`src/rtl/pgr_fft_pkg.sv`:
```
`default_nettype none
// ============================================================================
// Module   : pgr_fft_pkg
// Brief    : Shared types and constants for the FFT stage sequencer.
// Revision : 1.0 - initial release
// ============================================================================
package pgr_fft_pkg;

  // Sequencer states
  typedef enum logic [1:0] {
    FFT_ST_IDLE  = 2'd0,
    FFT_ST_READ  = 2'd1,
    FFT_ST_DRAIN = 2'd2,
    FFT_ST_DONE  = 2'd3
  } fft_state_e;

  // Smallest supported transform is 2^LOG2N_MIN points
  localparam int LOG2N_MIN = 3;

  // Width of the stage index and of the log2(N) configuration field
  localparam int STAGE_W = 4;
  localparam int CFG_W   = 4;

  // True when a requested log2(N) lies inside the supported range
  function automatic logic log2n_legal(input logic [CFG_W-1:0] l, input int max_l);
    return (l >= CFG_W'(LOG2N_MIN)) && (l <= CFG_W'(max_l));
  endfunction

endpackage
`default_nettype wire

```
`src/rtl/pgr_fft_bfly_addr.sv`:
```
`default_nettype none
// ============================================================================
// Module   : pgr_fft_bfly_addr
// Brief    : Combinational butterfly address mapper. For stage s and
//            butterfly index j it yields the A/B operand addresses and the
//            twiddle ROM address of an in-place radix-2 transform.
// Revision : 1.0 - initial release
// ============================================================================
module pgr_fft_bfly_addr
  import pgr_fft_pkg::*;
#(
  parameter int LOG2_N_MAX    = 12,
  parameter int ADDR_WIDTH    = 12,
  parameter int TW_ADDR_WIDTH = 11
) (
  input  logic [STAGE_W-1:0]       stage,
  input  logic [LOG2_N_MAX-1:0]    j,
  input  logic [CFG_W-1:0]         log2n,
  output logic [ADDR_WIDTH-1:0]    addr_a,
  output logic [ADDR_WIDTH-1:0]    addr_b,
  output logic [TW_ADDR_WIDTH-1:0] tw_addr
);

  logic [ADDR_WIDTH-1:0]    w_j;
  logic [ADDR_WIDTH-1:0]    w_span;
  logic [ADDR_WIDTH-1:0]    w_p;
  logic [ADDR_WIDTH-1:0]    w_g_base;
  logic [TW_ADDR_WIDTH-1:0] w_p_tw;
  logic [STAGE_W-1:0]       w_tw_shift;

  // p = j mod 2^s sits in the low bits, the group index g is moved up one
  // bit so that bit s is free; A has bit s clear and B has it set.
  always_comb begin
    w_j        = ADDR_WIDTH'(j);
    w_span     = ADDR_WIDTH'(1) << stage;
    w_p        = w_j & (w_span - ADDR_WIDTH'(1));
    w_g_base   = (w_j >> stage) << (stage + STAGE_W'(1));
    addr_a     = w_g_base | w_p;
    addr_b     = addr_a | w_span;
    w_tw_shift = log2n - stage - STAGE_W'(1);
    w_p_tw     = TW_ADDR_WIDTH'(w_p);
    tw_addr    = w_p_tw << w_tw_shift;
  end

endmodule
`default_nettype wire

```
`src/rtl/pgr_fft_stage_ctrl.sv`:
```
`default_nettype none
// ============================================================================
// Module   : pgr_fft_stage_ctrl
// Brief    : Stage sequencer for the burst in-place radix-2 FFT engine.
//            Walks all log2(N) stages, issues one butterfly per cycle and
//            inserts a PIPE_LAT drain gap between stages so a stage never
//            reads data the previous stage has not written back.
// Revision : 1.0 - initial release
// ============================================================================
module pgr_fft_stage_ctrl
  import pgr_fft_pkg::*;
#(
  parameter int LOG2_N_MAX    = 12,
  parameter int ADDR_WIDTH    = 12,
  parameter int TW_ADDR_WIDTH = 11,
  parameter int PIPE_LAT      = 6
) (
  input  logic                     clk,
  input  logic                     rst_n,
  input  logic                     start,
  input  logic [CFG_W-1:0]         cfg_log2n,
  input  logic                     stall,
  output logic                     ready,
  output logic                     busy,
  output logic                     rd_valid,
  output logic [ADDR_WIDTH-1:0]    rd_addr_a,
  output logic [ADDR_WIDTH-1:0]    rd_addr_b,
  output logic [TW_ADDR_WIDTH-1:0] tw_addr,
  output logic                     first_level,
  output logic [STAGE_W-1:0]       stage,
  output logic                     done,
  output logic                     cfg_err
);

  localparam int J_W   = LOG2_N_MAX;
  localparam int DRN_W = 6;

  fft_state_e          r_state;
  logic [CFG_W-1:0]    r_log2n;
  logic [J_W-1:0]      r_j;
  logic [DRN_W-1:0]    r_drain;

  logic [J_W-1:0]      w_j_nxt;
  logic [STAGE_W-1:0]  w_stage_nxt;
  logic [CFG_W-1:0]    w_log2n_nxt;
  logic [J_W-1:0]      w_last_j;
  logic                w_cfg_ok;
  logic                w_last_issue;
  logic                w_drain_end;
  logic                w_more_stages;

  logic [ADDR_WIDTH-1:0]    w_addr_a;
  logic [ADDR_WIDTH-1:0]    w_addr_b;
  logic [TW_ADDR_WIDTH-1:0] w_tw_addr;

  // Addresses are computed for the index that will be presented next cycle,
  // so the registered outputs line up with rd_valid and first_level.
  pgr_fft_bfly_addr #(
    .LOG2_N_MAX    (LOG2_N_MAX),
    .ADDR_WIDTH    (ADDR_WIDTH),
    .TW_ADDR_WIDTH (TW_ADDR_WIDTH)
  ) u_bfly_addr (
    .stage   (w_stage_nxt),
    .j       (w_j_nxt),
    .log2n   (w_log2n_nxt),
    .addr_a  (w_addr_a),
    .addr_b  (w_addr_b),
    .tw_addr (w_tw_addr)
  );

  // Next butterfly index, stage and transform size for the upcoming cycle
  always_comb begin
    w_cfg_ok      = log2n_legal(cfg_log2n, LOG2_N_MAX);
    w_last_j      = (J_W'(1) << (r_log2n - CFG_W'(1))) - J_W'(1);
    w_last_issue  = rd_valid && (r_j == w_last_j);
    w_drain_end   = (r_drain == DRN_W'(1));
    w_more_stages = (stage < (r_log2n - CFG_W'(1)));
    w_j_nxt       = r_j;
    w_stage_nxt   = stage;
    w_log2n_nxt   = r_log2n;
    case (r_state)
      FFT_ST_IDLE: begin
        if (start && w_cfg_ok) begin
          w_j_nxt     = '0;
          w_stage_nxt = '0;
          w_log2n_nxt = cfg_log2n;
        end
      end
      FFT_ST_READ: begin
        if (rd_valid && !w_last_issue) begin
          w_j_nxt = r_j + J_W'(1);
        end
      end
      FFT_ST_DRAIN: begin
        if (w_drain_end && w_more_stages) begin
          w_j_nxt     = '0;
          w_stage_nxt = stage + STAGE_W'(1);
        end
      end
      default: ;
    endcase
  end

  // Sequencer FSM with all outputs registered. rd_valid for the next cycle
  // is taken from stall at this edge; a stalled slot re-presents the same
  // addresses because the index only moves on an issued butterfly.
  always_ff @(posedge clk or negedge rst_n) begin
    if (!rst_n) begin
      r_state     <= FFT_ST_IDLE;
      r_log2n     <= '0;
      r_j         <= '0;
      r_drain     <= '0;
      stage       <= '0;
      ready       <= 1'b1;
      busy        <= 1'b0;
      rd_valid    <= 1'b0;
      first_level <= 1'b0;
      rd_addr_a   <= '0;
      rd_addr_b   <= '0;
      tw_addr     <= '0;
      done        <= 1'b0;
      cfg_err     <= 1'b0;
    end else begin
      r_j     <= w_j_nxt;
      stage   <= w_stage_nxt;
      r_log2n <= w_log2n_nxt;
      done    <= 1'b0;
      cfg_err <= 1'b0;
      case (r_state)
        FFT_ST_IDLE: begin
          if (start) begin
            if (w_cfg_ok) begin
              r_state     <= FFT_ST_READ;
              ready       <= 1'b0;
              busy        <= 1'b1;
              rd_valid    <= ~stall;
              first_level <= ~stall;
              rd_addr_a   <= w_addr_a;
              rd_addr_b   <= w_addr_b;
              tw_addr     <= w_tw_addr;
            end else begin
              cfg_err <= 1'b1;
            end
          end
        end
        FFT_ST_READ: begin
          if (w_last_issue) begin
            r_state     <= FFT_ST_DRAIN;
            r_drain     <= DRN_W'(PIPE_LAT);
            rd_valid    <= 1'b0;
            first_level <= 1'b0;
          end else begin
            rd_valid    <= ~stall;
            first_level <= ~stall && (w_stage_nxt == STAGE_W'(0));
            rd_addr_a   <= w_addr_a;
            rd_addr_b   <= w_addr_b;
            tw_addr     <= w_tw_addr;
          end
        end
        FFT_ST_DRAIN: begin
          r_drain <= r_drain - DRN_W'(1);
          if (w_drain_end) begin
            if (w_more_stages) begin
              r_state     <= FFT_ST_READ;
              rd_valid    <= ~stall;
              first_level <= 1'b0;
              rd_addr_a   <= w_addr_a;
              rd_addr_b   <= w_addr_b;
              tw_addr     <= w_tw_addr;
            end else begin
              r_state <= FFT_ST_DONE;
              busy    <= 1'b0;
              done    <= 1'b1;
            end
          end
        end
        FFT_ST_DONE: begin
          r_state <= FFT_ST_IDLE;
          ready   <= 1'b1;
        end
        default: r_state <= FFT_ST_IDLE;
      endcase
    end
  end

endmodule
`default_nettype wire

```
`config.mk`:
```
export PLATFORM = sky130hd
export DESIGN_NAME = pgr_fft_stage_ctrl
export DESIGN_NICKNAME = d
export VERILOG_FILES = /design/src/rtl/pgr_fft_pkg.sv /design/src/rtl/pgr_fft_bfly_addr.sv /design/src/rtl/pgr_fft_stage_ctrl.sv
export SDC_FILE = /design/constraint.sdc
export NUM_CORES = 1
export LEC_CHECK = 0
export CORE_MARGIN = 2
export CORE_UTILIZATION = 50
export CTS_CLUSTER_DIAMETER = 60
export CTS_CLUSTER_SIZE = 20
export DETAILED_ROUTE_END_ITERATION = 12
export PLACE_DENSITY = 0.81
export SYNTH_ARGS = -nofsm -noshare
export SYNTH_HDL_FRONTEND = slang
export SYNTH_SLANG_ARGS = --single-unit
```
`constraint.sdc`:
```
create_clock -name clk -period 15.64 [get_ports clk]
set_clock_uncertainty 0.1 [all_clocks]
set_input_delay 3.128 -clock clk [delete_from_list [all_inputs] [get_ports clk]]
set_output_delay 3.128 -clock clk [all_outputs]
set_load 0.01 [all_outputs]
```
# ---- After elaboration in Yosys (flattened, before gate mapping)
# Index checks and enable logic that the tools add are counted.
dict set report classes {
  bitwise 4
  n_shift 5
  addsub 9
  order_cmp 3
  n_reduce_logical 19
  mux 59
  eq_ne 12
}
# operator n
set op_table {}
lappend op_table {{$mux W12} 13}
lappend op_table {{$pmux W12 S3} 3}
lappend op_table {{$mux W11} 5}
lappend op_table {{$pmux W11 S3} 1}
lappend op_table {{$or A12 B12 Y12} 2}
lappend op_table {{$shl A1 B4 Y12 const A} 2}
lappend op_table {{$mux W1} 20}
lappend op_table {{$mux W4} 4}
lappend op_table {{$ne A2 B2 Y1 const B} 7}
lappend op_table {{$add A12 B1 Y12 const B} 1}
lappend op_table {{$and A12 B12 Y12} 1}
lappend op_table {{$eq A12 B12 Y1} 1}
lappend op_table {{$pmux W6 S2} 1}
lappend op_table {{$shl A12 B4 Y12} 1}
lappend op_table {{$shr A12 B4 Y12} 1}
lappend op_table {{$sub A12 B1 Y12 const B} 1}
lappend op_table {{$sub A12 B2 Y12 const B} 1}
lappend op_table {{$shl A11 B4 Y11} 1}
lappend op_table {{$mux W2} 5}
lappend op_table {{$reduce_and A5 Y1} 2}
lappend op_table {{$add A4 B1 Y4 const B} 2}
lappend op_table {{$pmux W2 S4} 1}
lappend op_table {{$pmux W4 S2} 1}
lappend op_table {{$sub A4 B1 Y4 const B} 2}
lappend op_table {{other kinds (22)} 32}
dict set report word_totals {
  input_bits 8
  wordCells 125
  register_bits 69
  out_inout_bits 45
}

# ---- Logic depth before layout (Yosys ltp)
# Gate-level depths: netlist of the first run.
dict set report depth {
  ltp_word 16
  depth_mapped 24
  mapped_depth_nobuf 20
}

# ---- Hierarchy
# A second synthesis of the first run with hierarchy kept.
dict set report hier_totals {
  hier_cells 726
  area_unflattened_um2 6461.2
}
# mod instances cells_each seq_area_each_um2 area_per_inst_um2
set modules_own_cells {}
lappend modules_own_cells {pgr_fft_stage_ctrl 1 403 1727.9 4327.9}
lappend modules_own_cells {pgr_fft_bfly_addr 1 323 0.0 2133.3}

# ---- Least setup slack after synthesis of the first run
# Ideal clock, no wire load.
dict set report synth_path {
  path_kind {input port to flip-flop}
  start {input port cfg_log2n[1]}
  end {register tw_addr[9]}
  path_buffers 3
  path_slack_ns 8.641
  t_required_ns 15.458
  stages 17
  setup_ns 0.082
  t_arrival_ns 6.817
  cell_sequence {a211o_1 a41oi_1 nand2_1 o211ai_1 clkbuf_1 clkbuf_1 ha_1 ha_1 buf_1 a31oi_1 o21ai_0 xnor2_1 a21oi_1 a21oi_1 mux2_2 or3_1 a31oi_1}
}
dict set report synth_via {
  elab_chain_len 12
  elab_cells_between_ends 24
  cone_classes {add/sub (3); order compare (2); eq/ne (1); shift (2); mux (12); bitwise (1); reduce/logical (3)}
}
# element line_no
set synth_lines {}
lappend synth_lines {{from (decl)} pgr_fft_stage_ctrl.sv:21} ;# input logic [CFG_W-1:0] cfg_log2n,
lappend synth_lines {{$ge A4 B2 Y1 / $le A4 B4 Y1 (equally long branches)} pgr_fft_pkg.sv:26} ;# return (l >= CFG_W'(LOG2N_MIN)) && (l <= CFG_W'(max_l));
lappend synth_lines {{$logic_and A1 B1 Y1 *} pgr_fft_pkg.sv:26}
lappend synth_lines {{$logic_and A1 B1 Y1 *} pgr_fft_stage_ctrl.sv:83} ;# if (start && w_cfg_ok) begin
lappend synth_lines {{$mux W4 *} pgr_fft_stage_ctrl.sv:83}
lappend synth_lines {{$pmux W4 S2 *} pgr_fft_stage_ctrl.sv:81} ;# case (r_state)
lappend synth_lines {{named net u_bfly_addr.stage[0]} pgr_fft_bfly_addr.sv:16} ;# input logic [STAGE_W-1:0] stage,
lappend synth_lines {{$shl A1 B4 Y12} pgr_fft_bfly_addr.sv:35} ;# w_span = ADDR_WIDTH'(1) << stage;
lappend synth_lines {{$sub A12 B1 Y12} pgr_fft_bfly_addr.sv:36} ;# w_p = w_j & (w_span - ADDR_WIDTH'(1));
lappend synth_lines {{$and A12 B12 Y12} pgr_fft_bfly_addr.sv:36}
lappend synth_lines {{$shl A11 B4 Y11 *} pgr_fft_bfly_addr.sv:42} ;# tw_addr = w_p_tw << w_tw_shift;
lappend synth_lines {{$mux W11, on equally long branches} {pgr_fft_stage_ctrl.sv:163, pgr_fft_stage_ctrl.sv:132}}
lappend synth_lines {{$mux W11, on equally long branches} {pgr_fft_stage_ctrl.sv:162, pgr_fft_stage_ctrl.sv:131}}
lappend synth_lines {{$pmux W11 S3 *} pgr_fft_stage_ctrl.sv:129} ;# case (r_state)
lappend synth_lines {{to (signal assigned)} pgr_fft_stage_ctrl.sv:140} ;# tw_addr <= w_tw_addr;
lappend synth_lines {{to (signal assigned)} pgr_fft_stage_ctrl.sv:157} ;# tw_addr <= w_tw_addr;
lappend synth_lines {{to (signal assigned)} pgr_fft_stage_ctrl.sv:169} ;# tw_addr <= w_tw_addr;
lappend synth_lines {{to (decl)} pgr_fft_stage_ctrl.sv:28} ;# output logic [TW_ADDR_WIDTH-1:0] tw_addr,
# The timed path passes the listed nets; every way through them passes the cells marked *. The select of a mux whose other input is x is not followed.
# A chain may end at the register's enable or synchronous reset.

# ---- Final worst setup path of the first run
dict set report layout_path {
  start {input port cfg_log2n[1]}
  end {register tw_addr[7]}
}
dict set report layout_via {
  elab_chain_len 12
  elab_cells_between_ends 24
  cone_classes {add/sub (3); order compare (2); eq/ne (1); shift (2); mux (12); bitwise (1); reduce/logical (3)}
}
# element line_no
set layout_lines {}
lappend layout_lines {{$ge A4 B2 Y1 / $le A4 B4 Y1 (equally long branches)} pgr_fft_pkg.sv:26}
lappend layout_lines {{$logic_and A1 B1 Y1} pgr_fft_pkg.sv:26}
lappend layout_lines {{$logic_and A1 B1 Y1} pgr_fft_stage_ctrl.sv:83}
lappend layout_lines {{$mux W4} pgr_fft_stage_ctrl.sv:83}
lappend layout_lines {{$pmux W4 S2} pgr_fft_stage_ctrl.sv:81}
lappend layout_lines {{$shl A1 B4 Y12} pgr_fft_bfly_addr.sv:35}
lappend layout_lines {{$sub A12 B1 Y12} pgr_fft_bfly_addr.sv:36}
lappend layout_lines {{$and A12 B12 Y12} pgr_fft_bfly_addr.sv:36}
lappend layout_lines {{$shl A11 B4 Y11} pgr_fft_bfly_addr.sv:42}
lappend layout_lines {{$mux W11, on equally long branches} {pgr_fft_stage_ctrl.sv:163, pgr_fft_stage_ctrl.sv:132}}
lappend layout_lines {{$mux W11, on equally long branches} {pgr_fft_stage_ctrl.sv:162, pgr_fft_stage_ctrl.sv:131}}
lappend layout_lines {{$pmux W11 S3} pgr_fft_stage_ctrl.sv:129}
# Several ways; a longest one is shown, not always the timed one. The select of a mux whose other input is x is not followed.

==> results.toml, run 1 <==
[run_status]
status = "complete, no violations"

[detailed_routing]
wl_per_cell_um = 21.7
wl_um = 22300
drt_iter0_markers = 911
ant_nets = 0
avgViaCountPerCell = 6.70
vias = 6885
drtPass1Iterations = 7
drc = 0

[critical_path]
slowest_delay_ns = 0.80
reg2reg_to = "rd_addr_b[5]"
cp-start-kind = "input port"
r2r_cells = 20
critPathKind = "in2reg"
r2r_setup_slack_ns = 8.81
r2r_start = "r_log2n[0]"
cp_cell_sequence = "clkdlybuf4s50_1 > a211o_1 > a41oi_1 > nand2_1 > o211ai_1 > buf_4 > inv_1 > ha_1 > or3_1 > nor3_1 > nor3_1 > a211oi_1 > mux2i_1 > mux4_2 > o21ai_1"
required_ns = 15.83
cp_max_fo = 26
cp-startpoint = "cfg_log2n[1]"
crit_slowest_cell = "a211oi_1"
endpoint_kind = "register"
crit_arrival_ns = 8.41
cpMostUsedCell = "nor3_1"

[final_layout]
diodes = 0
final_cell_mix = "nand2_1, nor2_1, dfrtp_1"
drive_above_1_share = 0.0771
mostFrequentLayoutCell = "nand2_1"
syn2layout_area_growth_pct = 13.3
fin_nets = 886

[floorplan]
io_pins = 53
core-area_um2 = 12700
die_height_um = 118
rows = 41
start_util = 0.515
die-area_um2 = 14000
die_x_um = 118

[timing]
fin_crit_sh = 0.526
slew-limit-headroom = 0.373
fmax_mhz = 122
worst_pin_slew_ns = 0.934
rsz0062_at_grt = "no"
setup_ws_ns = 7.42
min_period_ns = 8.22
final-hold-violation-count = 0
tns_ns = 0
setup_viol_count_final = 0
slew_violations = 0

[hold_path]
hold_path_depth = 2
holdPathEnd = "tw_addr[7]"
min_from = "tw_addr[7]"
holdCritPathClass = "reg2reg"

[clock_tree]
h-tree-depth = 3
cts.sinks = 69
path_clk_slew_ns = 0.06
cts.repair.resized = 0
cts-buffers-inserted = 9
cts.path.max_buffers = 2
ctsRootBufferMaster = "clkbuf_16"
hold_buffers = 0
insertion_delay_ns = 0.36
postCtsSetupRepairBufs = 0
cts_tree = "done"

[grt]
antenna_found_initial = 0
overflow = 0
grt_pass1_vias = 6173
track_usage = 0.320
grt_max_degree = 70
grt_pass1_wl_um = 35400

[logic_synthesis]
ys_ff_latch = 69
synth_edf_count = 0
syn_nets = 867
synth.avg_cell_area_um2 = 7.84
synth_area_um2 = 6530
ys_warn_count = 0
yosys.cell_types.count = 92
synth-seq-area-share = 0.265
syn_inst = 832
synth-main-ff-cell = "dfrtp_1"
synthArstFlopShare = 1.00

[placed_design]
pre_cts_slack_ns = 7.34
dp_hpwl_um = 16400
io_buffer_count = 52
gp_congestion = 1.08

[job]
maxCapViolations = 0
==> state kept, by name, summed over array words and instances, names as in the netlist <==
signal / flops
r_log2n: 4
stage: 4
r_j: 12
rd_addr_a: 12
busy: 1
ready: 1
r_drain: 6
tw_addr: 11
r_state: 2
done: 1
first_level: 1
rd_valid: 1
cfg_err: 1
rd_addr_b: 12
==> critical path, delay by kind of cell <==
family | cells | cell delay [ns]
AOI/OAI and AO/OA | 5 | 1.88
muxes | 2 | 0.76
adders and majority gates | 1 | 0.49
buffers and inverters | 3 | 1.19
and+or+nand+nor | 4 | 0.93
==> worst max path at each step <==
stage,cells past startpoint,endpoint,slack [ns]
6_report,15,tw_addr[7],7.42
5_1_grt,17,tw_addr[8],7.11
4_1_cts,15,tw_addr[7],7.61
3_5_place_dp,17,tw_addr[8],7.34
3_3_place_gp,15,tw_addr[7],7.40
2_1_floorplan,17,tw_addr[9],8.64
==> Yosys cell counts (all sizes together) (12+ instances only) <==
| master | n | area, um^2 |
|---|---|---|
| ha | 26 | 325 |
| or3 | 12 | 80.1 |
| o211ai | 13 | 97.6 |
| dfrtp | 68 | 1700 |
| a21oi | 51 | 263 |
| a31oi | 25 | 163 |
| nand2 | 101 | 379 |
| nand3 | 24 | 120 |
| nor2 | 87 | 327 |
| nand2b | 15 | 93.8 |
| nor3 | 27 | 135 |
| clkbuf | 36 | 135 |
| nand4 | 12 | 75.1 |
| inv | 34 | 128 |
| buf | 14 | 78.8 |
| a211oi | 14 | 135 |
| o21ai | 47 | 239 |
| nor4 | 13 | 81.3 |
==> through the flow <==
| stage | instance area (um^2) | util | std cells | hold WS [ns] |
|---|---|---|---|---|
| finish | 7400 | 0.584 | 1028 | 0.380 |
| CTS | 7400 | 0.584 | 1028 | 0.386 |
| global route | 7400 | 0.584 | 1028 | 0.406 |
| detailed placement | 7100 | 0.560 | 1012 | 0.367 |
| global placement | 7100 | 0.560 | 1012 | 0.365 |
| floorplan | 6530 | - | 832 | 0.395 |
==> layer usage <==
metal / global-route usage / routed length [um] / part of all wire
met5: 0 / 0 / 0
met4: 0.152 / 1030 / 0.046
met3: 0.0642 / 2300 / 0.10
met2: 0.464 / 9450 / 0.42
met1: 0.454 / 9480 / 0.43
==> logic make-up after synthesis <==
group                    Yosys count  synth area share
AND/OR/NAND/NOR                  340             0.251
AO/OA/AOI/OAI                    273             0.312
buffers and inverters             85            0.0529
flip-flops                        69             0.265
adder cells (fa/ha/maj)           27            0.0529
multiplexers                      22            0.0451
XOR/XNOR                          16            0.0215
==> layout make-up <==
| class | instances | area [um^2] |
|---|---|---|
| fillers | 1191 | 5280 |
| clock buffers | 9 | 225 |
| repair buffers | 58 | 563 |
| well taps | 172 | 215 |
| flip-flops and latches | 69 | 1730 |
| inverters | 35 | 131 |
| clock inverters | 7 | 73.8 |
| multi-input cells | 678 | 4460 |
Power of run 1 is left out: the tool's default activity adds up to more than one toggle a clock period on the data nets, which glitch-free logic cannot reach.
==> run 2, diff against run 1 <==
--- a/config.mk
+++ b/config.mk
@@ -10,7 +10,7 @@
 export CTS_CLUSTER_DIAMETER = 60
 export CTS_CLUSTER_SIZE = 20
 export DETAILED_ROUTE_END_ITERATION = 12
-export PLACE_DENSITY = 0.81
+export PLACE_DENSITY = 0.84
 export SYNTH_ARGS = -nofsm -noshare
 export SYNTH_HDL_FRONTEND = slang
 export SYNTH_SLANG_ARGS = --single-unit
==> constraint.sdc (replaced) <==
create_clock -name clk -period 7.4 [get_ports clk]
set_clock_uncertainty 0.1 [all_clocks]
set_input_delay 1.48 -clock clk [delete_from_list [all_inputs] [get_ports clk]]
set_output_delay 1.48 -clock clk [all_outputs]
set_load 0.01 [all_outputs]
==> results.toml, run 2 (synthesized netlist as in run 1, its figures left out) <==
[timing]
slew-limit-headroom = 0.398
worst_pin_slew_ns = 0.902
setup_viol_count_final = 0
hold_slack_ns = 0.378
min_period_ns = 6.49
fmax_mhz = 154
tns_ns = 0
rsz0062_at_grt = "no"
fin_crit_sh = 0.877
slew_violations = 0
final-hold-violation-count = 0
setup_ws_ns = 0.914

[final_layout]
mostFrequentLayoutCell = "nand2_1"
syn2layout_area_growth_pct = 14.6
drive_above_1_share = 0.0877
reg_top3 = "r_j x12, rd_addr_a x12, rd_addr_b x12"
fin_util = 0.590
diodes = 0
final_cell_mix = "nand2_1, nor2_1, dfrtp_1"
fin_nets = 897

[grt]
track_usage = 0.314
grt_pass1_vias = 6514
grt_max_degree = 70
antenna_found_initial = 0
grt_pass1_wl_um = 35200
overflow = 0

[critical_path]
crit_arrival_ns = 6.65
endpoint_kind = "register"
cp_max_fo = 20
cpMostUsedCell = "a31oi_1"
slowest_delay_ns = 0.68
cp_cell_sequence = "or4_1 > nand2_1 > inv_1 > ha_1 > a31oi_1 > nand4_1 > mux2_2 > nand2_1 > inv_1 > ha_1 > a31oi_1 > o21ai_0 > xnor2_1 > a21oi_1 > a21oi_1 > mux2_2 > or3_1 > a31oi_1"
critPathKind = "reg2reg"
cp-start-kind = "register"
crit_slowest_cell = "or4_1"
required_ns = 7.57

[clock_tree]
postCtsSetupRepairBufs = 0
hold_buffers = 0
path_clk_slew_ns = 0.06
insertion_delay_ns = 0.35
ctsRootBufferMaster = "clkbuf_16"
h-tree-depth = 3
cts_tree = "done"
cts-buffers-inserted = 9
cts.sinks = 69
cts.path.max_buffers = 2
cts.repair.resized = 0

[floorplan]
die-area_um2 = 14000
die_x_um = 118
core-area_um2 = 12700
io_pins = 53
start_util = 0.515
rows = 41
die_height_um = 118

[detailed_routing]
drtPass1Iterations = 5
wl_per_cell_um = 20.9
ant_nets = 0
drc = 0
wl_um = 21700
vias = 6975
drt_iter0_markers = 938
avgViaCountPerCell = 6.71

[hold_path]
holdCritPathClass = "reg2reg"

[placed_design]
dp_hpwl_um = 15900
pre_cts_slack_ns = 0.981
io_buffer_count = 52
gp_congestion = 1.02

[run_status]
status = "complete, no violations"

[job]
maxCapViolations = 0
==> run 2: critical path: cells and delay by family, from the launching register on <==
kind                       cells  cell delay, ns
AOI/OAI and AO/OA              6            1.68
xor gates and xnor gates       1            0.19
adders and majority gates      2            0.80
buffers and inverters          2            0.58
DFF                            1            0.62
muxes                          2            0.68
and+or+nand+nor                5            1.76
==> run 2: metal layers <==
layer  GRT usage  wire length [um]  up-vias
met3      0.0748              2060       77
met2       0.455              9360      418
met1       0.441              9460     3282
met4       0.141               849        0
met5           0                 0        -
li1            -                 -     3198
==> run 2: through the flow <==
| stage | instances | instance area, um^2 |
|---|---|---|
| 4_1_cts | 1039 | 7480 |
| 5_1_grt | 1039 | 7480 |
| 2_1_floorplan | 832 | 6530 |
| 3_5_place_dp | 1023 | 7180 |
| 6_report | 1039 | 7480 |
| 3_3_place_gp | 1023 | 7180 |
==> run 2: area by class of cell <==
class,instances,area (um^2)
inverters,35,131
clock inverters,6,71.3
well taps,172,215
multi-input cells,678,4460
fillers,1178,5190
flip-flops and latches,69,1730
repair buffers,69,643
clock buffers,10,229
==> run 2: path summary, 6_finish.rpt <==
| check | to | slack, ns | from | cells after the start |
|---|---|---|---|---|
| setup / recovery | tw_addr[9] | 0.91 | r_log2n[2] | 18 |
| hold / removal | tw_addr[4] | 0.38 | tw_addr[4] | 2 |
| setup reg to reg | tw_addr[9] | 0.91 | r_log2n[2] | 18 |
| hold reg to reg | tw_addr[4] | 0.38 | tw_addr[4] | 2 |
| max in group asynchronous | rd_addr_b[10] | 5.36 | rst_n | 2 |
| min in group asynchronous | r_drain[3] | 1.22 | rst_n | 2 |
Power of run 2 is left out for the same reason.
